### src/rtl/fetch_unit_if.sv
// Fetch stage bus bundle: PC register link, instruction memory request and
// response channels, redirect input and decode-side output channel.
interface fetch_unit_if;
    logic [31:0] pc_cur;
    logic [31:0] pc_next;
    logic        imem_req_valid;
    logic        imem_req_ready;
    logic [31:0] imem_req_addr;
    logic        imem_rsp_valid;
    logic [31:0] imem_rsp_data;
    logic        redirect_valid;
    logic [31:0] redirect_target;
    logic        if_valid;
    logic        if_ready;
    logic [31:0] if_pc;
    logic [31:0] if_instr;

    // The fetch unit itself.
    modport master (
        input  pc_cur,
        output pc_next,
        output imem_req_valid,
        input  imem_req_ready,
        output imem_req_addr,
        input  imem_rsp_valid,
        input  imem_rsp_data,
        input  redirect_valid,
        input  redirect_target,
        output if_valid,
        input  if_ready,
        output if_pc,
        output if_instr
    );

    // The surroundings: PC register, instruction memory, branch unit, decode.
    modport slave (
        output pc_cur,
        input  pc_next,
        input  imem_req_valid,
        output imem_req_ready,
        input  imem_req_addr,
        output imem_rsp_valid,
        output imem_rsp_data,
        output redirect_valid,
        output redirect_target,
        input  if_valid,
        output if_ready,
        input  if_pc,
        input  if_instr
    );
endinterface

### src/rtl/fetch_unit.sv
// Instruction fetch stage. Issues in-order word requests at pc_cur, pairs
// each returned word with the PC it was fetched from, and buffers the pairs
// in a small FIFO toward decode. A redirect flushes the FIFO and marks every
// request still in flight as stale so its response is silently dropped.
module fetch_unit #(
    parameter int FIFO_DEPTH = 4,
    parameter int MAX_OUT    = 2
) (
    input logic          clk,
    input logic          reset,
    fetch_unit_if.master bus
);
    localparam int FW = $clog2(FIFO_DEPTH);
    localparam int IW = (MAX_OUT > 1) ? $clog2(MAX_OUT) : 1;
    localparam int CW = $clog2(FIFO_DEPTH + MAX_OUT + 1);
    localparam logic [CW-1:0] FIFO_DEPTH_C = CW'(FIFO_DEPTH);
    localparam logic [CW-1:0] MAX_OUT_C    = CW'(MAX_OUT);
    localparam logic [IW-1:0] IQ_LAST      = IW'(MAX_OUT - 1);

    // In-flight queue depth need not be a power of two, so wrap explicitly.
    function automatic logic [IW-1:0] iq_inc(input logic [IW-1:0] p);
        return (p == IQ_LAST) ? '0 : p + IW'(1);
    endfunction

    logic [31:0]   fifo_pc_q    [FIFO_DEPTH];
    logic [31:0]   fifo_pc_d    [FIFO_DEPTH];
    logic [31:0]   fifo_instr_q [FIFO_DEPTH];
    logic [31:0]   fifo_instr_d [FIFO_DEPTH];
    logic [31:0]   iq_pc_q      [MAX_OUT];
    logic [31:0]   iq_pc_d      [MAX_OUT];
    logic [FW-1:0] f_wr_q, f_wr_d, f_rd_q, f_rd_d;
    logic [IW-1:0] iq_wr_q, iq_wr_d, iq_rd_q, iq_rd_d;
    logic [CW-1:0] fifo_cnt_q, fifo_cnt_d;
    logic [CW-1:0] inflight_cnt_q, inflight_cnt_d;
    logic [CW-1:0] drop_cnt_q, drop_cnt_d;

    logic [CW-1:0] outstanding;
    logic          can_issue, issue_fire, rsp_keep, rsp_drop, if_pop, if_vld;

    // Issue gating reserves a FIFO slot for every request in flight, so
    // neither the FIFO nor the in-flight queue can overflow.
    always_comb begin
        outstanding = inflight_cnt_q + drop_cnt_q;
        can_issue   = !bus.redirect_valid && (outstanding < MAX_OUT_C)
                      && ((inflight_cnt_q + fifo_cnt_q) < FIFO_DEPTH_C);
        issue_fire  = can_issue && bus.imem_req_ready;
        rsp_keep    = bus.imem_rsp_valid && (drop_cnt_q == '0);
        rsp_drop    = bus.imem_rsp_valid && (drop_cnt_q != '0);
        if_vld      = (fifo_cnt_q != '0) && !bus.redirect_valid;
        if_pop      = if_vld && bus.if_ready;
    end

    // Outputs toward memory, PC register and decode; all forced idle in reset.
    always_comb begin
        bus.imem_req_valid = !reset && can_issue;
        bus.imem_req_addr  = bus.pc_cur & 32'hFFFF_FFFC;
        bus.if_valid       = !reset && if_vld;
        bus.if_pc          = fifo_pc_q[f_rd_q];
        bus.if_instr       = fifo_instr_q[f_rd_q];
        if (reset)
            bus.pc_next = 32'h0;
        else if (bus.redirect_valid)
            bus.pc_next = bus.redirect_target & 32'hFFFF_FFFC;
        else if (issue_fire)
            bus.pc_next = bus.pc_cur + 32'd4;
        else
            bus.pc_next = bus.pc_cur;
    end

    // Next-state for queues and counters; a redirect overrides everything.
    always_comb begin
        fifo_pc_d      = fifo_pc_q;
        fifo_instr_d   = fifo_instr_q;
        iq_pc_d        = iq_pc_q;
        f_wr_d         = f_wr_q;
        f_rd_d         = f_rd_q;
        iq_wr_d        = iq_wr_q;
        iq_rd_d        = iq_rd_q;
        fifo_cnt_d     = fifo_cnt_q;
        inflight_cnt_d = inflight_cnt_q;
        drop_cnt_d     = drop_cnt_q;
        if (bus.redirect_valid) begin
            fifo_cnt_d     = '0;
            f_wr_d         = f_rd_q;
            inflight_cnt_d = '0;
            iq_wr_d        = iq_rd_q;
            drop_cnt_d     = outstanding - CW'(bus.imem_rsp_valid);
        end else begin
            if (issue_fire) begin
                iq_pc_d[iq_wr_q] = bus.pc_cur;
                iq_wr_d          = iq_inc(iq_wr_q);
            end
            if (rsp_keep) begin
                fifo_pc_d[f_wr_q]    = iq_pc_q[iq_rd_q];
                fifo_instr_d[f_wr_q] = bus.imem_rsp_data;
                f_wr_d               = f_wr_q + FW'(1);
                iq_rd_d              = iq_inc(iq_rd_q);
            end
            if (rsp_drop)
                drop_cnt_d = drop_cnt_q - CW'(1);
            if (if_pop)
                f_rd_d = f_rd_q + FW'(1);
            inflight_cnt_d = inflight_cnt_q + CW'(issue_fire) - CW'(rsp_keep);
            fifo_cnt_d     = fifo_cnt_q + CW'(rsp_keep) - CW'(if_pop);
        end
    end

    // Control state, cleared asynchronously by reset.
    always_ff @(posedge clk or posedge reset) begin
        if (reset) begin
            f_wr_q         <= '0;
            f_rd_q         <= '0;
            iq_wr_q        <= '0;
            iq_rd_q        <= '0;
            fifo_cnt_q     <= '0;
            inflight_cnt_q <= '0;
            drop_cnt_q     <= '0;
        end else begin
            f_wr_q         <= f_wr_d;
            f_rd_q         <= f_rd_d;
            iq_wr_q        <= iq_wr_d;
            iq_rd_q        <= iq_rd_d;
            fifo_cnt_q     <= fifo_cnt_d;
            inflight_cnt_q <= inflight_cnt_d;
            drop_cnt_q     <= drop_cnt_d;
        end
    end

    // Payload storage; contents are meaningless until a counter covers them.
    always_ff @(posedge clk) begin
        fifo_pc_q    <= fifo_pc_d;
        fifo_instr_q <= fifo_instr_d;
        iq_pc_q      <= iq_pc_d;
    end

    // A response with nothing outstanding would underflow drop_cnt or the queue.
    always_ff @(posedge clk) begin
        if (!reset && bus.imem_rsp_valid)
            assert (outstanding != '0);
    end
endmodule
### src/flat_wrapper.sv
// flat-port wrapper written by rule: the top's interface ports become plain ports
module fetch_unit_flat 
#(
    parameter int FIFO_DEPTH = 4,
    parameter int MAX_OUT    = 2
)
  (clk, reset, bus_pc_cur, bus_pc_next, bus_imem_req_valid, bus_imem_req_ready, bus_imem_req_addr, bus_imem_rsp_valid, bus_imem_rsp_data, bus_redirect_valid, bus_redirect_target, bus_if_valid, bus_if_ready, bus_if_pc, bus_if_instr);
  fetch_unit_if bus_i ();
  input logic clk;
  input logic reset;
  input wire logic [$bits(bus_i.pc_cur)-1:0] bus_pc_cur;
  output wire logic [$bits(bus_i.pc_next)-1:0] bus_pc_next;
  output wire logic [$bits(bus_i.imem_req_valid)-1:0] bus_imem_req_valid;
  input wire logic [$bits(bus_i.imem_req_ready)-1:0] bus_imem_req_ready;
  output wire logic [$bits(bus_i.imem_req_addr)-1:0] bus_imem_req_addr;
  input wire logic [$bits(bus_i.imem_rsp_valid)-1:0] bus_imem_rsp_valid;
  input wire logic [$bits(bus_i.imem_rsp_data)-1:0] bus_imem_rsp_data;
  input wire logic [$bits(bus_i.redirect_valid)-1:0] bus_redirect_valid;
  input wire logic [$bits(bus_i.redirect_target)-1:0] bus_redirect_target;
  output wire logic [$bits(bus_i.if_valid)-1:0] bus_if_valid;
  input wire logic [$bits(bus_i.if_ready)-1:0] bus_if_ready;
  output wire logic [$bits(bus_i.if_pc)-1:0] bus_if_pc;
  output wire logic [$bits(bus_i.if_instr)-1:0] bus_if_instr;
  assign bus_i.pc_cur = bus_pc_cur;
  assign bus_pc_next = bus_i.pc_next;
  assign bus_imem_req_valid = bus_i.imem_req_valid;
  assign bus_i.imem_req_ready = bus_imem_req_ready;
  assign bus_imem_req_addr = bus_i.imem_req_addr;
  assign bus_i.imem_rsp_valid = bus_imem_rsp_valid;
  assign bus_i.imem_rsp_data = bus_imem_rsp_data;
  assign bus_i.redirect_valid = bus_redirect_valid;
  assign bus_i.redirect_target = bus_redirect_target;
  assign bus_if_valid = bus_i.if_valid;
  assign bus_i.if_ready = bus_if_ready;
  assign bus_if_pc = bus_i.if_pc;
  assign bus_if_instr = bus_i.if_instr;
  fetch_unit #(.FIFO_DEPTH(FIFO_DEPTH), .MAX_OUT(MAX_OUT)) u_core (.clk(clk), .reset(reset), .bus(bus_i));
endmodule
### config.mk
export PLATFORM = sky130hd
export DESIGN_NAME = fetch_unit_flat
export DESIGN_NICKNAME = d
export VERILOG_FILES = /design/src/rtl/fetch_unit_if.sv /design/src/rtl/fetch_unit.sv /design/src/flat_wrapper.sv
export SDC_FILE = /design/constraint.sdc
export NUM_CORES = 1
export LEC_CHECK = 0
export ABC_AREA = 1
export CORE_ASPECT_RATIO = 0.8
export CORE_MARGIN = 2
export CORE_UTILIZATION = 35
export CTS_BUF_LIST = sky130_fd_sc_hd__clkbuf_8
export DETAILED_ROUTE_END_ITERATION = 16
export GPL_TIMING_DRIVEN = 0
export SYNTH_ARGS = -nofsm -noshare
export SYNTH_HDL_FRONTEND = slang
export SYNTH_SLANG_ARGS = --single-unit
### constraint.sdc
create_clock -name clk -period 5.12 [get_ports clk]
set_clock_uncertainty 0.1 [all_clocks]
set_input_delay 0.512 -clock clk [delete_from_list [all_inputs] [get_ports clk]]
set_output_delay 0.512 -clock clk [all_outputs]
set_load 0.01 [all_outputs]
# Word level (Yosys, flattened, before mapping)

Index checks and enable logic that the tools add are counted.

Order comparisons: 8
Multiplexer cells: 29
Divide/modulo/power cells: 0
Shifts and indexed selects: 0
Add/subtract/negate cells: 13
Eq/ne operators: 0
Multiply operators: 0
Reductions and logical operators: 22
Bitwise operators: 5

Operators with widths:

| operator                                            | number |
|---|---|
| 2-to-1 mux 32 bit                                   | 12 |
| bitwise mux 128 bit                                 | 2 |
| binary-select mux 32 bit (select 2 bit)             | 2 |
| bitwise mux 64 bit                                  | 1 |
| demux 32 bit (select 2 bit)                         | 1 |
| adder 32 x 3 -> 32 bit (second input constant)      | 1 |
| demux 32 bit (select 1 bit)                         | 1 |
| 2-to-1 mux 3 bit                                    | 4 |
| logical AND 1 bit                                   | 11 |
| subtractor 3 x 1 -> 3 bit                           | 3 |
| adder 3 x 1 -> 3 bit                                | 2 |
| adder 3 bit                                         | 2 |
| >= comparator 3 bit (second input constant)         | 2 |
| inverter 2 -> 3 bit                                 | 2 |
| AND reduction 2 bit                                 | 3 |
| nonzero test 2 bit                                  | 3 |
| nonzero test 3 bit                                  | 2 |
| adder 2 x 1 -> 2 bit (second input constant)        | 2 |
| >= comparator 2 bit (second input constant)         | 2 |
| 2-to-1 mux 1 bit                                    | 4 |
| 2-to-1 mux 2 bit                                    | 2 |
| inverter 1 -> 2 bit                                 | 2 |
| zero test 3 bit                                     | 1 |
| < comparator 3 x 1 -> 1 bit (second input constant) | 1 |
| other kinds (7)                                     | 9 |

Memories kept: 0
RAM bits: 0
Input bits: 102
Flip-flop bits (word level): 335
Output and inout port bits: 130
Word-level logic and storage cells: 94
ROM bits: 0
Latch bits: 0

# Depth between registers and ports, before layout

Gate-level depths: netlist of run 1.

Word-level depth: 8
Gate-level depth with buffers: 15
Depth with buffers taken out: 14

# Worst setup path after synthesis of run 1

OpenSTA, ideal clock, no wires.

Path type: register to register
Start: register u_core.drop_cnt_q[1]
End: register u_core.fifo_instr_q[0] (netlist bit), enable pin
Cell stages (with the launch flop): 7
Buffers on the path: 0
Arrival time: 3731 ps
Path slack: 802 ps
Cells stage by stage: dfrtp_1 > inv_1 > ha_1 > nand3_1 > nor2_1 > inv_1 > nor2_1

Longest elaborated chain between the ends: 3

RTL lines:

| element                              | RTL line          | text |
|---|---|---|
| start, declared                      | fetch_unit.sv:35  | `logic [CW-1:0] drop_cnt_q, drop_cnt_d;` |
| start signal, assigned               | fetch_unit.sv:125 | `drop_cnt_q <= drop_cnt_d;` |
| zero test 3 bit                      | fetch_unit.sv:47  | `rsp_keep = bus.imem_rsp_valid && (drop_cnt_q == '0);` |
| logical AND 1 bit                    | fetch_unit.sv:47  |  |
| AND reduction 2 bit (no source line) | n/a               |  |
| end signal, assigned                 | fetch_unit.sv:132 | `fifo_instr_q <= fifo_instr_d;` |
| end, declared                        | fetch_unit.sv:27  | `logic [31:0] fifo_instr_q [FIFO_DEPTH];` |

Every way passes these cells.
A chain may end at the register's enable or synchronous reset.

# Worst setup path in the final report of run 1

Start: register u_core.inflight_cnt_q[0]
End: output port bus_pc_next[29]

Longest elaborated chain between the ends: 8
Elaborated cells between the ends (all ways): 10
Those cells by class: add/sub (2); order compare (2); mux (3); reduce/logical (3)

RTL lines:

| element                     | RTL line           | text |
|---|---|---|
| start, declared             | fetch_unit.sv:34   | `logic [CW-1:0] inflight_cnt_q, inflight_cnt_d;` |
| start signal, assigned      | fetch_unit.sv:124  | `inflight_cnt_q <= inflight_cnt_d;` |
| adder 3 bit                 | fetch_unit.sv:43   | `outstanding = inflight_cnt_q + drop_cnt_q;` |
| < comparator 3 x 2 -> 1 bit | fetch_unit.sv:44   | `can_issue = !bus.redirect_valid && (outstanding < MAX_OUT_C)` |
| logical AND 1 bit           | fetch_unit.sv:44   |  |
| logical AND 1 bit (*)       | fetch_unit.sv:45   | `&& ((inflight_cnt_q + fifo_cnt_q) < FIFO_DEPTH_C);` |
| logical AND 1 bit (*)       | fetch_unit.sv:46   | `issue_fire = can_issue && bus.imem_req_ready;` |
| 2-to-1 mux 32 bit (*)       | fetch_unit.sv:64   | `else if (issue_fire)` |
| 2-to-1 mux 32 bit (*)       | fetch_unit.sv:62   | `else if (bus.redirect_valid)` |
| 2-to-1 mux 32 bit (*)       | fetch_unit.sv:60   | `if (reset)` |
| end, declared               | flat_wrapper.sv:12 | `output wire logic [$bits(bus_i.pc_next)-1:0] bus_pc_next;` |

Every way passes the cells marked *; elsewhere a longest branch is shown, timed or not.

==> flow_metrics.tcl, run 1 <==
set metrics [dict create \
    status "complete, no violations" \
    netlist-cell-type-count 34 \
    netlist.top_cell.by_area "sky130_fd_sc_hd__edfxtp_1" \
    reg2reg_depth 10 \
    finalMaxSlewViolations 0 \
    worstPathArrival_ns 3.45 \
    nFillCells 3879 \
    timing.critical_path.fanout_max 10 \
    drt_pre_antenna_iters 5 \
    dp.cells 2145 \
    route.detailed.drc 0 \
    dr_total_vias 10800 \
    clk_pin_slew_ns 0.07 \
    syn_inst 1356 \
    synthSimpleGateAreaFrac_pct 15.1 \
    core-area_mm2 0.0418 \
    post_synth_fa_ha_maj_area_fraction_pct 1.67 \
    layout.core_utilization_pct 45.3 \
    combined_area_of_the_multi_input_logic_cells_mm2 0.00405 \
    tightestPinTransition_ns 0.944 \
    power_mw 8.99 \
    die_height_um 188 \
    reg2reg_slack_ns 1.92 \
    setup.worst_path.class "flop to primary output" \
    cts_htree_levels 2 \
    pwr_density_cell_mw_per_mm2 474 \
    setup_viol 0 \
    synth_xor_area_share_pct 0.770 \
    cap_viol_max_count 0 \
    max-slew-margin-rel_pct 36.9 \
    final.setup.worst_slack_ns 1.06 \
    max-clock-path-buffers 3 \
    synth.yosys.warnings 0 \
    vias_in_the_first_global_route 10600 \
    seq_total_area_yosys_pct 67.5 \
    finalWirelength_um 40800 \
    dp_slack_ns 1.02 \
    post_synth.cell_area_avg_um2 10.9 \
    rsz0062_at_grt "no" \
    drt-vias-per-instance 4.85 \
    endpoint_kind "primary output" \
    cp_required_ns 4.51 \
    grt-ovfl-total 0 \
    synth.area.mux_share_pct 0 \
    antenna_found_initial 0 \
    netlist.area_leader.share_pct 65.0 \
    input_output_buffers 227 \
    power_leakage_nw 6.96 \
    layout.nets 1766 \
    holdWs_ns 0.448 \
    cts_root_buffer "sky130_fd_sc_hd__clkbuf_8" \
    clock_insertion_delay_worst_skew_ns 0.58 \
    power.ir.vdd_worst_v 0.000178 \
    final_layout_size_suffix_gt1_share_pct 8.19 \
    finish.cell_count_without_fillers 2238 \
    die_x_um 234 \
    flow.area_growth_from_synthesis_pct 28.1 \
    hold_class "input port to flop" \
    synth_top_family_by_area "simple AND/OR/NAND/NOR gates" \
    flip_flop_and_latch_count_after_synthesis 335 \
    std_cell_rows 67 \
    io-pin-count 232 \
    finalWorstPathRequiredPeriod_ns 4.06 \
    cts_num_sinks 335 \
    gpl.final_weighted_congestion 0.905 \
    antennaDiodeCount 0 \
    grt_start_max_net_pins 33 \
    cts_hold_repair.buffers 0 \
    cts_tree "done" \
    post_drt_wl_per_cell_um 18.2 \
    timing_hold_violations_final 0 \
    cts-resized-gates 0 \
    min_delay_path_depth 1 \
    timing.final.crit_share_pct 79.3 \
    synth.cell_area_mm2 0.0148 \
    die-area_mm2 0.0439 \
    startpoint_type "flop" \
    global_route.usage.total_pct 18.3 \
    layout.area.seq_mm2 0.00998 \
    global_route_wire_length_before_repair_um 61300 \
    post_cts.repair.setup_buffers 0 \
    timing.fmax_mhz 246 \
    detailedRoute.firstIterationViolations 780 \
    cts_made_buffers 51 \
    detail-route-antenna-nets 0 \
    detailed_placer_s_ending_hpwl_um 28300 \
    synth.top_cells.by_area "sky130_fd_sc_hd__edfxtp_1, sky130_fd_sc_hd__nand2_1, sky130_fd_sc_hd__o21ai_0" \
    synth_compound_area_share_pct 9.44 \
    initial_utilization_pct 35.4 \
]
state kept, by name (all words and copies together) (netlist names):
register,count
u_core.drop_cnt_q,3
u_core.f_rd_q,2
u_core.f_wr_q,2
u_core.fifo_cnt_q,3
u_core.fifo_instr_q,128
u_core.fifo_pc_q,128
u_core.inflight_cnt_q,3
u_core.iq_pc_q,64
u_core.iq_rd_q,1
u_core.iq_wr_q,1
report_power, final:
group	internal (mW)	switching, mW	total, mW
combinational	1.35	2.11	3.46
clock	1.09	1.02	2.11
sequential	3.34	0.0826	3.42
per-stage QoR:
stage               TNS (ns)  cell area [µm²]
floorplan                  0            14800
global placement     -501.72            17800
detailed placement         0            18000
CTS                        0            19000
global route               0            19000
finish                     0            19000
routing by layer:
| layer | global-route usage [%] | vias to the layer above | wire length (µm) | part of all wire (%) |
|---|---|---|---|---|
| li1 | - | 5238 | - | - |
| met1 | 25.6 | 5137 | 18500 | 45 |
| met2 | 29.2 | 413 | 18900 | 46 |
| met3 | 3.38 | 61 | 2600 | 6.4 |
| met4 | 4.92 | 0 | 827 | 2.0 |
| met5 | 0 | - | 0 | 0 |
worst max-delay path: stages, from the launching register on:
cell and delay [ns]:
sky130_fd_sc_hd__dfrtp_1 0.40, sky130_fd_sc_hd__ha_1 0.16, sky130_fd_sc_hd__inv_1 0.04, sky130_fd_sc_hd__fa_1 0.51, sky130_fd_sc_hd__inv_1 0.05, sky130_fd_sc_hd__nor2_1 0.16, sky130_fd_sc_hd__nand3_4 0.13, sky130_fd_sc_hd__nor2_8 0.23
sky130_fd_sc_hd__nand2_4 0.10, sky130_fd_sc_hd__buf_6 0.16, sky130_fd_sc_hd__nand2_1 0.06, sky130_fd_sc_hd__nand2_1 0.11, sky130_fd_sc_hd__a21oi_2 0.16, sky130_fd_sc_hd__clkdlybuf4s50_1 0.57
cells in the final DEF, fill, tap and decap left out, drive strengths merged, types with 6 or more instances in the layout:
cell type / n
edfxtp: 320
nand2: 296
clkdlybuf4s50: 227
nor2: 212
o21ai: 161
clkbuf: 108
inv: 99
o22ai: 64
buf: 50
nand3: 42
a21oi: 25
clkinv: 17
ha: 15
dfrtp: 15
xor2: 12
nor3: 6
cells in the mapped netlist:
library cell                 n
sky130_fd_sc_hd__buf_1       3
sky130_fd_sc_hd__o221ai_1    1
sky130_fd_sc_hd__nand3_2     1
sky130_fd_sc_hd__xor2_1     12
sky130_fd_sc_hd__buf_2       1
sky130_fd_sc_hd__inv_2       3
sky130_fd_sc_hd__conb_1      1
sky130_fd_sc_hd__o21ai_1     1
sky130_fd_sc_hd__nand2_4     1
sky130_fd_sc_hd__nand3_1    40
sky130_fd_sc_hd__and3_1      1
sky130_fd_sc_hd__dfrtp_1    15
sky130_fd_sc_hd__clkbuf_1   57
sky130_fd_sc_hd__edfxtp_1  320
sky130_fd_sc_hd__buf_6       3
sky130_fd_sc_hd__fa_1        3
sky130_fd_sc_hd__nor3_1      6
sky130_fd_sc_hd__nand2_2     1
sky130_fd_sc_hd__a21oi_2    15
sky130_fd_sc_hd__nand2_1   294
sky130_fd_sc_hd__nor2_8      1
sky130_fd_sc_hd__nand3b_1    2
sky130_fd_sc_hd__a21oi_1    10
sky130_fd_sc_hd__nor4_1      1
sky130_fd_sc_hd__nand4_1     3
sky130_fd_sc_hd__o21ai_0   160
sky130_fd_sc_hd__nor2_2      1
sky130_fd_sc_hd__nand3_4     1
sky130_fd_sc_hd__buf_4      34
sky130_fd_sc_hd__xnor2_1     1
sky130_fd_sc_hd__ha_1       15
sky130_fd_sc_hd__o22ai_1    64
sky130_fd_sc_hd__inv_1      74
sky130_fd_sc_hd__nor2_1    210
cell type report:
cell class	count	area share [%]
inverter	77	1.52
buffer	98	2.75
sequential	335	52.7
clock inverter	42	1.36
multi-input combinational	847	21.4
timing repair buffer	236	13.0
clock buffer	51	3.70
tap	552	3.64
logic make-up (layout without fill, tap and decap cells):
group / count (synthesis) / in the layout
flops: 335 / 335
simple gates: 563 / 563
compound gates: 251 / 251
other cells: 1 / 2
fa+ha+maj: 18 / 18
xor+xnor: 13 / 13
buf+inv: 175 / 504
worst paths after layout:
path / from / endpoint
worst max-delay path: u_core.inflight_cnt_q[0]$_DFF_PP0_ / bus_pc_next[29]
worst min-delay path: bus_imem_rsp_data[4] / u_core.fifo_instr_q[68]$_DFFE_PP_
worst max register to register: u_core.inflight_cnt_q[0]$_DFF_PP0_ / u_core.iq_pc_q[2]$_DFFE_PP_
worst min register to register: u_core.iq_pc_q[44]$_DFFE_PP_ / u_core.fifo_pc_q[76]$_DFFE_PP_
max in group asynchronous: reset / u_core.f_wr_q[0]$_DFFE_PP0P_
min in group asynchronous: reset / u_core.drop_cnt_q[2]$_DFFE_PP0P_
Power figures use the tool's default switching activity.
==> inputs of run 2 (changes only) <==
- clock period: 5.12 -> 3.75 ns (I/O delays scaled with it)
==> flow_metrics.tcl, run 2 (synthesis results as in run 1) <==
set metrics [dict create \
    reg2reg_slack_ns 0.56 \
    grt.met3_usage_pct 3.38 \
    initial_utilization_pct 35.4 \
    final.setup.worst_slack_ns 0.140 \
    grt_start_max_net_pins 33 \
    timing.final.crit_share_pct 96.3 \
    die-area_mm2 0.0439 \
    std_cell_rows 67 \
    layout_common_cells "sky130_fd_sc_hd__edfxtp_1, sky130_fd_sc_hd__nand2_1, sky130_fd_sc_hd__nor2_1, sky130_fd_sc_hd__clkdlybuf4s50_1, sky130_fd_sc_hd__o21ai_0" \
    route.detailed.drc 0 \
    drt_pre_antenna_iters 5 \
    setup_viol 0 \
    clock_insertion_delay_worst_skew_ns 0.59 \
    tightestPinTransition_ns 0.940 \
    vias_in_the_first_global_route 10700 \
    critical_path.reg2reg.startpoint "u_core.inflight_cnt_q[0]$_DFF_PP0_" \
    drt-vias-per-instance 4.84 \
    cts_hold_repair.buffers 0 \
    cts_tree "done" \
    timing_hold_violations_final 0 \
    cts_made_buffers 51 \
    grt-ovfl-total 0 \
    finalWirelength_um 40900 \
    final_layout_size_suffix_gt1_share_pct 9.18 \
    reg2reg_depth 11 \
    timing.hold.worst.start "bus_imem_rsp_data[2]" \
    startpoint_type "flop" \
    cap_viol_max_count 0 \
    power_leakage_nw 7.15 \
    global_route_wire_length_before_repair_um 61300 \
    dr_total_vias 10800 \
    holdWs_ns 0.307 \
    layout.cells.most_common "sky130_fd_sc_hd__edfxtp_1" \
    die_x_um 234 \
    hold_class "input port to flop" \
    clk_pin_slew_ns 0.07 \
    power_mw 12.3 \
    timing.critical_path.fanout_max 10 \
    busiest_layer "met2" \
    layout.core_utilization_pct 45.4 \
    layout.nets 1768 \
    rsz0062_at_grt "yes" \
    setup_tns_ns 0 \
    worst_r2r_endpoint "u_core.iq_pc_q[2]$_DFFE_PP_" \
    max-clock-path-buffers 3 \
    final_cell_area_mm2 0.0190 \
    max-slew-margin-rel_pct 37.2 \
    min_delay_path_depth 1 \
    cp_required_ns 3.27 \
    core-area_mm2 0.0418 \
    post_drt_wl_per_cell_um 18.2 \
    cts_htree_levels 2 \
    antenna_found_initial 0 \
    pwr_density_cell_mw_per_mm2 649 \
    grt_util_met2_pct 29.2 \
    top_regs "u_core.fifo_instr_q x128, u_core.fifo_pc_q x128, u_core.iq_pc_q x64" \
    detailedRoute.firstIterationViolations 723 \
    io-pin-count 232 \
    status "complete, no violations" \
    setup.worst_path.class "flop to primary output" \
    whs_endpoint "u_core.fifo_instr_q[66]$_DFFE_PP_" \
    timing.fmax_mhz 277 \
    dp_slack_ns -0.0786 \
    place_area_mm2 0.0180 \
    power.ir.vdd_worst_v 0.000233 \
    dp.cells 2145 \
    global_route.usage.total_pct 18.3 \
    gr-usage-met1_pct 25.7 \
    finalMaxSlewViolations 0 \
    flow.area_growth_from_synthesis_pct 28.3 \
    finish.cell_count_without_fillers 2241 \
    endpoint_kind "primary output" \
    detail-route-antenna-nets 0 \
    gpl.final_weighted_congestion 0.905 \
    worstPathArrival_ns 3.14 \
    cts_num_sinks 335 \
    input_output_buffers 227 \
    detailed_placer_s_ending_hpwl_um 28300 \
    finalWorstPathRequiredPeriod_ns 3.61 \
    die_height_um 188 \
    cts_root_buffer "sky130_fd_sc_hd__clkbuf_8" \
]
## run 2: changes by cell type in the layout (fill, tap and decap cells not counted), sizes merged
cell	previous run	this run
clkdlybuf4s50	227	197
dlygate4sd2	0	9
dlymetal6s2s	0	9
clkdlybuf4s15	0	4
buf	50	54
diode	0	1
clkbuf	108	114
## run 2: timing repair
item,in CTS,in global routing
setup buffers,3,1
resized for setup,28,35
gates cloned,0,0
pin swaps,2,1
setup endpoints to repair,41,31
## run 2: per-layer routing
layer | vias up | wire length, µm
met5 | - | 0
met4 | 0 | 817
met3 | 59 | 2730
met2 | 390 | 18800
met1 | 5150 | 18500
li1 | 5241 | -
## run 2: final cells by class
cell class | count | area (µm²)
plain buffers | 96 | 528
multi-input cells | 847 | 4060
well taps | 552 | 691
clock buffers | 51 | 702
inverters | 77 | 289
repair buffers | 240 | 2460
fillers | 3883 | 22900
flip-flops and latches | 335 | 9980
clock inverters | 42 | 258
diodes | 1 | 2.50
## run 2: how the worst max path moves through the flow
stage / from / to / slack, ns / depth (start not counted)
after floorplan: u_core.drop_cnt_q[1]$_DFFE_PP0P_ / u_core.fifo_instr_q[0]$_DFFE_PP_ / -0.57 / 6
after global placement: bus_imem_rsp_valid / u_core.fifo_instr_q[119]$_DFFE_PP_ / -3.36 / 5
after detailed placement: reset / bus_pc_next[15] / -0.08 / 6
after CTS: u_core.inflight_cnt_q[0]$_DFF_PP0_ / bus_pc_next[18] / 0.005 / 13
after global routing: u_core.inflight_cnt_q[0]$_DFF_PP0_ / bus_pc_next[3] / -0.09 / 15
final: u_core.inflight_cnt_q[0]$_DFF_PP0_ / bus_pc_next[2] / 0.14 / 15
## run 2: power by group
group	internal, mW	switching, mW	leakage (nW)	total [mW]
Clock	1.48	1.40	0.559	2.89
Combinational	1.86	2.90	3.51	4.76
Sequential	4.56	0.114	3.08	4.67
## run 2: critical path: stages, from the launching register on
cell                            delay (ns)
sky130_fd_sc_hd__dfrtp_1              0.40
sky130_fd_sc_hd__ha_1                 0.16
sky130_fd_sc_hd__inv_1                0.04
sky130_fd_sc_hd__fa_1                 0.50
sky130_fd_sc_hd__inv_1                0.06
sky130_fd_sc_hd__nor2_2               0.12
sky130_fd_sc_hd__nand3_4              0.12
sky130_fd_sc_hd__nor2_8               0.16
sky130_fd_sc_hd__buf_6                0.14
sky130_fd_sc_hd__nand2_4              0.07
sky130_fd_sc_hd__buf_6                0.16
sky130_fd_sc_hd__nand2_1              0.05
sky130_fd_sc_hd__nand3_1              0.09
sky130_fd_sc_hd__nand2_1              0.12
sky130_fd_sc_hd__inv_1                0.04
sky130_fd_sc_hd__dlygate4sd2_1        0.28
